<file path="src/rtl/ex_muldiv_pkg.sv">
// Shared definitions for the iterative M-extension unit: funct3 op codes,
// decode steering constants and the controller state encoding.
package ex_muldiv_pkg;

   localparam logic [2:0] MUL    = 3'b000;
   localparam logic [2:0] MULH   = 3'b001;
   localparam logic [2:0] MULHSU = 3'b010;
   localparam logic [2:0] MULHU  = 3'b011;
   localparam logic [2:0] DIV    = 3'b100;
   localparam logic [2:0] DIVU   = 3'b101;
   localparam logic [2:0] REM    = 3'b110;
   localparam logic [2:0] REMU   = 3'b111;

   localparam logic [6:0] INSTR_AL      = 7'b0110011;
   localparam logic [6:0] FUNCT7_MULDIV = 7'b0000001;

   typedef enum logic [1:0] {
      IDLE = 2'd0,
      CALC = 2'd1,
      FIX  = 2'd2,
      DONE = 2'd3
   } md_state_e;

   function automatic logic rs1_is_signed(input logic [2:0] fun3);
      return fun3 inside {MUL, MULH, MULHSU, DIV, REM};
   endfunction

   function automatic logic rs2_is_signed(input logic [2:0] fun3);
      return fun3 inside {MUL, MULH, DIV, REM};
   endfunction

endpackage

</file>
<file path="src/rtl/ex_muldiv_step.sv">
// One combinational iteration: shift-add multiply step (mode_i=0) or
// restoring-division step (mode_i=1) on the shared rem/quo register pair.
module ex_muldiv_step #(
   parameter int XLEN = 32
) (
   input  logic            mode_i,
   input  logic [XLEN-1:0] opd_i,
   input  logic [XLEN:0]   rem_i,
   input  logic [XLEN-1:0] quo_i,
   output logic [XLEN:0]   rem_o,
   output logic [XLEN-1:0] quo_o
);

   logic [XLEN:0] sum;
   logic [XLEN:0] shifted;
   logic [XLEN:0] diff;

   always_comb begin
      sum     = rem_i + (quo_i[0] ? {1'b0, opd_i} : '0);
      shifted = {rem_i[XLEN-1:0], quo_i[XLEN-1]};
      diff    = shifted - {1'b0, opd_i};
      rem_o   = '0;
      quo_o   = '0;
      if (mode_i) begin
         // borrow out of the subtract means the divisor did not fit
         if (diff[XLEN]) begin
            rem_o = shifted;
            quo_o = {quo_i[XLEN-2:0], 1'b0};
         end else begin
            rem_o = diff;
            quo_o = {quo_i[XLEN-2:0], 1'b1};
         end
      end else begin
         rem_o = {1'b0, sum[XLEN:1]};
         quo_o = {sum[0], quo_i[XLEN-1:1]};
      end
   end

endmodule

</file>
<file path="src/rtl/ex_muldiv.sv">
// Iterative RV32M/RV64M multiply/divide unit beside the EX ALU.
// state | meaning
// IDLE  | ready for a request
// CALC  | STEP iterations per cycle until the counter hits 0
// FIX   | sign correction and result select
// DONE  | result held until the consumer takes it
module ex_muldiv
   import ex_muldiv_pkg::*;
#(
   parameter int XLEN          = 32,
   parameter int REG_IDX_WIDTH = 5,
   parameter int STEP          = 1
) (
   input  logic                     clk,
   input  logic                     rst_n,
   input  logic                     flush_i,
   input  logic                     req_valid_i,
   output logic                     req_ready_o,
   input  logic [2:0]               req_fun3_i,
   input  logic [XLEN-1:0]          req_rs1_i,
   input  logic [XLEN-1:0]          req_rs2_i,
   input  logic [REG_IDX_WIDTH-1:0] req_rd_idx_i,
   output logic                     res_valid_o,
   input  logic                     res_ready_i,
   output logic [XLEN-1:0]          res_data_o,
   output logic [REG_IDX_WIDTH-1:0] res_rd_idx_o,
   output logic                     busy_o
);

   localparam int NITER = XLEN / STEP;
   localparam int CNT_W = (NITER > 1) ? $clog2(NITER) : 1;

   md_state_e              state_q, state_d;
   logic [2:0]             fun3_q, fun3_d;
   logic [REG_IDX_WIDTH-1:0] rd_q, rd_d;
   logic [XLEN-1:0]        a_q, a_d;
   logic [XLEN:0]          rem_q, rem_d;
   logic [XLEN-1:0]        quo_q, quo_d;
   logic                   neg_q, neg_d;
   logic [CNT_W-1:0]       cnt_q, cnt_d;
   logic [XLEN-1:0]        res_q, res_d;

   logic                   s1, s2, is_div, is_rem, rs2_zero, div_ovf;
   logic [XLEN-1:0]        abs1, abs2;
   logic [2*XLEN-1:0]      prod_abs, prod_s;
   logic [XLEN-1:0]        quo_s, rem_s;

   logic [STEP:0][XLEN:0]   rem_c;
   logic [STEP:0][XLEN-1:0] quo_c;

   assign rem_c[0] = rem_q;
   assign quo_c[0] = quo_q;

   for (genvar g = 0; g < STEP; g++) begin : g_step
      ex_muldiv_step #(.XLEN(XLEN)) u_step (
         .mode_i (fun3_q[2]),
         .opd_i  (a_q),
         .rem_i  (rem_c[g]),
         .quo_i  (quo_c[g]),
         .rem_o  (rem_c[g+1]),
         .quo_o  (quo_c[g+1])
      );
   end

   always_comb begin
      s1       = rs1_is_signed(req_fun3_i) & req_rs1_i[XLEN-1];
      s2       = rs2_is_signed(req_fun3_i) & req_rs2_i[XLEN-1];
      abs1     = s1 ? -req_rs1_i : req_rs1_i;
      abs2     = s2 ? -req_rs2_i : req_rs2_i;
      is_div   = req_fun3_i[2];
      is_rem   = req_fun3_i[2] & req_fun3_i[1];
      rs2_zero = (req_rs2_i == '0);
      div_ovf  = (req_fun3_i == DIV || req_fun3_i == REM) &&
                 (req_rs1_i == {1'b1, {(XLEN-1){1'b0}}}) && (&req_rs2_i);
   end

   assign prod_abs = {rem_q[XLEN-1:0], quo_q};
   assign prod_s   = neg_q ? -prod_abs : prod_abs;
   assign quo_s    = neg_q ? -quo_q : quo_q;
   assign rem_s    = neg_q ? -rem_q[XLEN-1:0] : rem_q[XLEN-1:0];

   always_comb begin
      state_d = state_q;
      fun3_d  = fun3_q;
      rd_d    = rd_q;
      a_d     = a_q;
      rem_d   = rem_q;
      quo_d   = quo_q;
      neg_d   = neg_q;
      cnt_d   = cnt_q;
      res_d   = res_q;
      case (state_q)
         IDLE: begin
            if (req_valid_i && !flush_i) begin
               fun3_d = req_fun3_i;
               rd_d   = req_rd_idx_i;
               // the remainder takes the dividend's sign; everything else the xor
               neg_d  = (req_fun3_i == REM) ? s1 : (s1 ^ s2);
               a_d    = is_div ? abs2 : abs1;
               quo_d  = is_div ? abs1 : abs2;
               rem_d  = '0;
               cnt_d  = CNT_W'(NITER - 1);
               if (is_div && rs2_zero) begin
                  res_d   = is_rem ? req_rs1_i : '1;
                  state_d = DONE;
               end else if (div_ovf) begin
                  res_d   = is_rem ? '0 : req_rs1_i;
                  state_d = DONE;
               end else begin
                  state_d = CALC;
               end
            end
         end
         CALC: begin
            rem_d = rem_c[STEP];
            quo_d = quo_c[STEP];
            cnt_d = cnt_q - 1'b1;
            if (cnt_q == '0) state_d = FIX;
         end
         FIX: begin
            case (fun3_q)
               MUL:                  res_d = prod_s[XLEN-1:0];
               MULH, MULHSU, MULHU:  res_d = prod_s[2*XLEN-1:XLEN];
               DIV, DIVU:            res_d = quo_s;
               default:              res_d = rem_s;
            endcase
            state_d = DONE;
         end
         DONE: begin
            if (res_ready_i) state_d = IDLE;
         end
         default: state_d = IDLE;
      endcase
      if (flush_i) state_d = IDLE;
   end

   always_ff @(posedge clk or negedge rst_n) begin
      if (!rst_n) begin
         state_q <= IDLE;
         fun3_q  <= '0;
         rd_q    <= '0;
         a_q     <= '0;
         rem_q   <= '0;
         quo_q   <= '0;
         neg_q   <= 1'b0;
         cnt_q   <= '0;
         res_q   <= '0;
      end else begin
         state_q <= state_d;
         fun3_q  <= fun3_d;
         rd_q    <= rd_d;
         a_q     <= a_d;
         rem_q   <= rem_d;
         quo_q   <= quo_d;
         neg_q   <= neg_d;
         cnt_q   <= cnt_d;
         res_q   <= res_d;
      end
   end

   assign req_ready_o  = (state_q == IDLE);
   assign busy_o       = (state_q != IDLE);
   assign res_valid_o  = (state_q == DONE);
   assign res_data_o   = res_q;
   assign res_rd_idx_o = rd_q;

endmodule

</file>
<file path="config.mk">
export PLATFORM = sky130hd
export DESIGN_NAME = ex_muldiv
export DESIGN_NICKNAME = d
export VERILOG_FILES = /design/src/rtl/ex_muldiv_pkg.sv /design/src/rtl/ex_muldiv_step.sv /design/src/rtl/ex_muldiv.sv
export SDC_FILE = /design/constraint.sdc
export NUM_CORES = 1
export LEC_CHECK = 0
export BUFFER_PORTS_ARGS = -buffer_cell sky130_fd_sc_hd__buf_2
export CAP_MARGIN = 0
export CORE_MARGIN = 2
export CORE_UTILIZATION = 63
export DETAILED_ROUTE_END_ITERATION = 6
export GPL_ROUTABILITY_DRIVEN = 0
export PLACE_DENSITY_LB_ADDON = 0.25
export REMOVE_ABC_BUFFERS = 1
export SLEW_MARGIN = 20
export SYNTH_ARGS = -nofsm -noshare
export SYNTH_HDL_FRONTEND = slang
export SYNTH_SLANG_ARGS = --single-unit
</file>
<file path="constraint.sdc">
create_clock -name clk -period 5.2 [get_ports clk]
set_clock_uncertainty 0.2 [all_clocks]
set_input_delay 1.04 -clock clk [delete_from_list [all_inputs] [get_ports clk]]
set_output_delay 1.04 -clock clk [all_outputs]
set_load 0.01 [all_outputs]
</file>
After elaboration in Yosys (flattened, before gate mapping)
Index checks and enable logic that the tools add are counted.
W data, S select, Z words.
{ "word_totals": {"regBits": 145, "wordCells": 95} }
{ "op_classes": {"n_addsub": 8, "n_eq_ne": 18, "mux": 33, "bitwise_logic": 4, "reduce_logical": 23} }
{ "op_table": {"columns": ["cell", "count"], "rows": [
  ["$mux W32", 14],
  ["$neg A32 Y32", 4],
  ["$pmux W32 S2", 2],
  ["$mux W33", 3],
  ["$pmux W32 S3", 1],
  ["$pmux W33 S2", 1],
  ["$mux W64", 1],
  ["$neg A64 Y64", 1],
  ["$add A33 B33 Y33", 1],
  ["$sub A33 B32 Y33", 1],
  ["$eq A32 B32 Y1 const B", 1],
  ["$logic_not A32 Y1", 1],
  ["$reduce_and A32 Y1", 1],
  ["$eq A3 B3 Y1 const B", 4],
  ["$mux W2", 6],
  ["$pmux W5 S2", 1],
  ["$eq A3 B2 Y1 const B", 3],
  ["$pmux W2 S4", 1],
  ["$eq A3 B1 Y1 const B", 2],
  ["$logic_not A3 Y1", 2],
  ["$ne A3 B2 Y1 const B", 2],
  ["$reduce_and A3 Y1", 2],
  ["$reduce_bool A2 Y1", 3],
  ["$logic_not A5 Y1", 1],
  ["other kinds (19)", 27]
]} }

Logic depth before layout (Yosys ltp)
{ "logic_depth": {"word_depth": 9, "mapped_depth": 20} }

Cells and area by module
A second synthesis with hierarchy kept.
{ "hier_totals": {"hier_cells": 2094, "hier_area_um2": 15892.7} }
{ "modules_own_cells": {"columns": ["module", "n_inst", "cells_each", "area_per_inst_um2"], "rows": [
  ["ex_muldiv", 1, 1405, 11083.1],
  ["ex_muldiv_step", 1, 689, 4809.6]
]} }

Worst setup path after synthesis
No wires, ideal clock.
{ "synth_timing": {"path_type": "reg2reg", "from": "reg a_q[5]", "to": "reg rem_q[30]", "setup_ns": 0.126, "arrival_time_ns": 4.211, "required_ns": 4.874, "path_slack_ns": 0.663, "path_stages_with_launch": 20, "path_buffers": 1, "cell_sequence": "dfrtp_1 inv_1 ha_1 a21o_1 a211o_1 o211a_1 a221oi_2 o21ai_1 a21o_1 a31o_2 a41o_1 o21ai_0 nand2b_1 ha_1 clkbuf_1 inv_1 a2111o_1 a31oi_1 a2111oi_0 a221o_1"} }
{ "synth_between": {"elab_chain_len": 4} }
{ "synth_rtl": {"columns": ["item", "line_no", "source"], "rows": [
  ["start, declared", "ex_muldiv.sv:36", "logic [XLEN-1:0] a_q, a_d;"],
  ["start signal, assigned", "ex_muldiv.sv:142", "a_q <= '0;"],
  ["start signal, assigned", "ex_muldiv.sv:152", "a_q <= a_d;"],
  ["$mux W32 or $sub A33 B32 Y33 (tied branches)", "ex_muldiv_step.sv:19, ex_muldiv_step.sv:21", null],
  ["$add A33 B33 Y33 or $mux W33 (tied branches)", "ex_muldiv_step.sv:19, ex_muldiv_step.sv:26", null],
  ["$mux W33 (*)", "ex_muldiv_step.sv:24", "if (mode_i) begin"],
  ["$pmux W33 S2 (*)", "ex_muldiv.sv:92", "case (state_q)"],
  ["end signal, assigned", "ex_muldiv.sv:153", "rem_q <= rem_d;"],
  ["end, declared", "ex_muldiv.sv:37", "logic [XLEN:0] rem_q, rem_d;"]
]} }
Every way passes the cells marked *; elsewhere a longest branch is shown, timed or not.
A chain may end at the register's enable or synchronous reset.

Final worst setup path
{ "layout_timing": {"from": "reg rem_q[6]", "to": "reg rem_q[30]"} }
{ "layout_between": {"elab_chain_len": 4} }
{ "layout_rtl": {"columns": ["item", "line_no", "source"], "rows": [
  ["$sub A33 B32 Y33", "ex_muldiv_step.sv:21", "diff = shifted - {1'b0, opd_i};"],
  ["$mux W33", "ex_muldiv_step.sv:26", "if (diff[XLEN]) begin"],
  ["$mux W33 (*)", "ex_muldiv_step.sv:24", null],
  ["$pmux W33 S2 (*)", "ex_muldiv.sv:92", null]
]} }
Marks and branches as above.

==> flow_summary_export.csv <==
group,metric,value,unit
outcome,outcome,"complete, but fails checks",
outcome,failed_checks,"DRC",
timing,setup_viol,0,
grt,grt_pass1_wl,78800,um
die,die-width,158,um
timing,finalHoldViolCount,0,
grt,use_met3,0.116,
logic_synthesis,synth_compound_area_frac,0.289,
grt,grt_max_degree,103,
clock_network,clockBufferDepth,2,
critical_path,worst_ep_arrival_time,4990,ps
critical_path,path_class,"flop to flop",
clock_network,cts_root_buffer,"clkbuf_16",
grt,grt-ovfl-total,0,
die,die_y,158,um
logic_synthesis,avgSynthCellArea,7.38,um^2
timing,fin_tns_setup,0,ps
critical_path,endpoint_kind,"flop",
logic_synthesis,syn_area,15000,um^2
timing,grt_setup_unrepaired,"no",
route,postRouteWirelength,50700,um
pwr,ir_drop,0.299,mV
logic_synthesis,yosysSeqAreaShare,0.243,
critical_path,start_kind,"flop",
layout,areaGrowthSynthToFinish,9.35,%
critical_path,critPathMaxStageDelay,620,ps
timing,worst_slew_pin_slew,927,ps
layout,layout_common_cells,"226 x nor2_1, 226 x a21oi_1, 204 x nand2_1",
die,ios,117,
grt,grt.busiest_layer,"met2",
pwr,powerDensity,618,nW/um^2
timing,relSlewSlack,0.380,
die,start_util,0.639,
logic_synthesis,synthXorXnorAreaFrac,0.101,
route,drtPass1Iterations,7,
clock_network,cts_buffers,17,
grt,antenna_found_initial,2,
clock_network,clkLatencyLatePin,440,ps
logic_synthesis,synthArstFlopShare,1.00,
run,drv_cap,0,
route,route.detailed.drc,1,
critical_path,crit_slowest_cell,"dfrtp_1",
route,avgRoutedWirePerCell,21.1,um
route,drtIter0Drc,1846,
grt,use_met2,0.629,
logic_synthesis,yosys_warnings,0,
clock_network,holdBufCountCts,0,
grt,grt_pass1_vias,14815,
die,core_area,23400,um^2
timing,fmax,206,MHz
critical_path,path_cells,"ha_1 > a211o_1 > o211a_1 > a221oi_2 > o21ai_1 > a21o_1 > a31o_2 > a41o_1 > o21ai_0 > nand2b_1 > ha_1 > inv_1 > a2111o_1 > a31oi_1 > a2111oi_0 > a221o_1",
clock_network,cts-resized-gates,0,
critical_path,crit_path_max_fanout,12,
die,die-area,25000,um^2
clock_network,clkTransAtPathRegs,70,ps
layout,fin_nets,2226,
placement,dpl.hpwl,38000,um
critical_path,required,5330,ps
timing,fin_crit_sh,0.935,
clock_network,h-tree-depth,4,
critical_path,critPathMostFrequentCell,"ha_1",
logic_synthesis,synthAdderAreaFrac,0.0662,
route,vias,16034,
clock_network,clkSinkCount,145,
logic_synthesis,synth_ff_type,"dfrtp_1",
clock_network,cts_tree,"yes",
timing,maxSlewViolCount,0,
layout,stdcell_count,2404,
hold_path,hp-class,"flop to flop",
timing,fin_crit,4860,ps
grt,grt_use_total,0.409,
placement,dp_cells,2371,
route,postRouteAntennaNets,0,
die,fp-row-count,56,
logic_synthesis,synthSimpleGateAreaFrac,0.203,
logic_synthesis,syn-instance-count,2028,
critical_path,path_delay_family,"compound AO/OA/AOI/OAI gates",
logic_synthesis,synth_edf_count,0,
placement,port_buffers,116,
grt,gr-usage-met1,0.523,
layout,layout-drive-gt1-share,0.123,
route,viasPerCell,6.67,
pwr,leakagePower,0.00715,uW
logic_synthesis,synth_seq_cells,145,
critical_path,critPathBufInv,1,
logic_synthesis,synth_cell_types,87,
logic_synthesis,muxShareOfSynthArea,0.0432,
logic_synthesis,synth_top_family_by_area,"compound AO/OA/AOI/OAI gates",
clock_network,postCtsSetupRepairBufs,0,
## worst register-to-register path, cell delays in order (launching register included)
cell	delay (ps)
dfrtp_1	620
ha_1	390
a211o_1	320
o211a_1	250
a221oi_2	380
o21ai_1	220
a21o_1	230
a31o_2	240
a41o_1	240
o21ai_0	160
nand2b_1	100
ha_1	340
inv_1	120
a2111o_1	390
a31oi_1	170
a2111oi_0	100
a221o_1	280
## synth_stat cells (all sizes together) (15+ instances only)
cell type / number / area (um^2)
o22ai: 20 / 125
inv: 80 / 300
nand2: 204 / 766
nor2: 226 / 848
mux2i: 24 / 240
nand4: 15 / 93.8
ha: 76 / 951
and2: 15 / 93.8
a211oi: 34 / 255
dfrtp: 145 / 3630
a21oi: 227 / 1140
nand2b: 22 / 138
buf: 22 / 105
nand3: 26 / 130
a31oi: 21 / 131
o21ai: 205 / 1030
mux2: 36 / 405
xor2: 78 / 683
or3: 25 / 161
nor3: 39 / 211
o31ai: 35 / 273
clkbuf: 111 / 417
or4: 19 / 146
xnor2: 95 / 832
o21a: 15 / 113
a21o: 37 / 278
## layout make-up
type,count,area (um^2)
antenna,1,2.50
clock buffer,19,433
clock inverter,13,136
fill,1983,7040
inverter,81,304
multi-input combinational,1669,10500
sequential,145,3630
tap,319,399
timing repair buffer,157,920
## per-layer routing
layer,routed length (um),vias to the layer above
met5,14,-
met4,2870,2
met3,6010,226
met2,21800,1059
met1,20000,7355
li1,-,7392
## sequential cells by signal (all words and copies together) (netlist names)
register	flops
rem_q	33
a_q	32
quo_q	32
res_data_o	32
cnt_q	5
res_rd_idx_o	5
fun3_q	3
state_q	2
neg_q	1
## cells by family (layout without fill, tap and decap cells)
| kind of cell | after synthesis | after routing |
|---|---|---|
| AOI/OAI and AO/OA | 706 | 706 |
| and+or+nand+nor | 652 | 652 |
| buffers and inverters | 214 | 270 |
| xor gates and xnor gates | 173 | 173 |
| DFF | 145 | 145 |
| adders and majority gates | 78 | 78 |
| muxes | 60 | 60 |
| other | 0 | 1 |
## power breakdown
group	switching, uW	total, uW	internal (uW)
combinational	4050	6610	2570
sequential	645	2240	1590
clock	547	1250	706
## final timing paths
path                                from         endpoint  slack, ps  cells past startpoint
max in group asynchronous          rst_n        fun3_q[2]       3480                      2
max                             rem_q[6]        rem_q[30]        340                     16
min in group asynchronous          rst_n  res_rd_idx_o[2]        420                      1
min reg2reg                res_data_o[8]    res_data_o[8]        270                      1
max reg2reg                     rem_q[6]        rem_q[30]        340                     16
min                        res_data_o[8]    res_data_o[8]        270                      1
## stage by stage
step | setup slack (ps) | power, uW | utilization | instance area (um^2) | hold WS [ps]
6_report | 338 | 10100 | 0.699 | 16400 | 274
5_1_grt | 87.7 | 10800 | 0.699 | 16400 | 281
4_1_cts | 446 | 9850 | 0.699 | 16400 | 275
3_5_place_dp | 459 | 8550 | 0.675 | 15800 | 260
3_3_place_gp | 620 | 8380 | 0.675 | 15800 | 255
2_1_floorplan | 89.7 | 6630 | - | 14400 | 250
(Power assumes the default switching activity.)
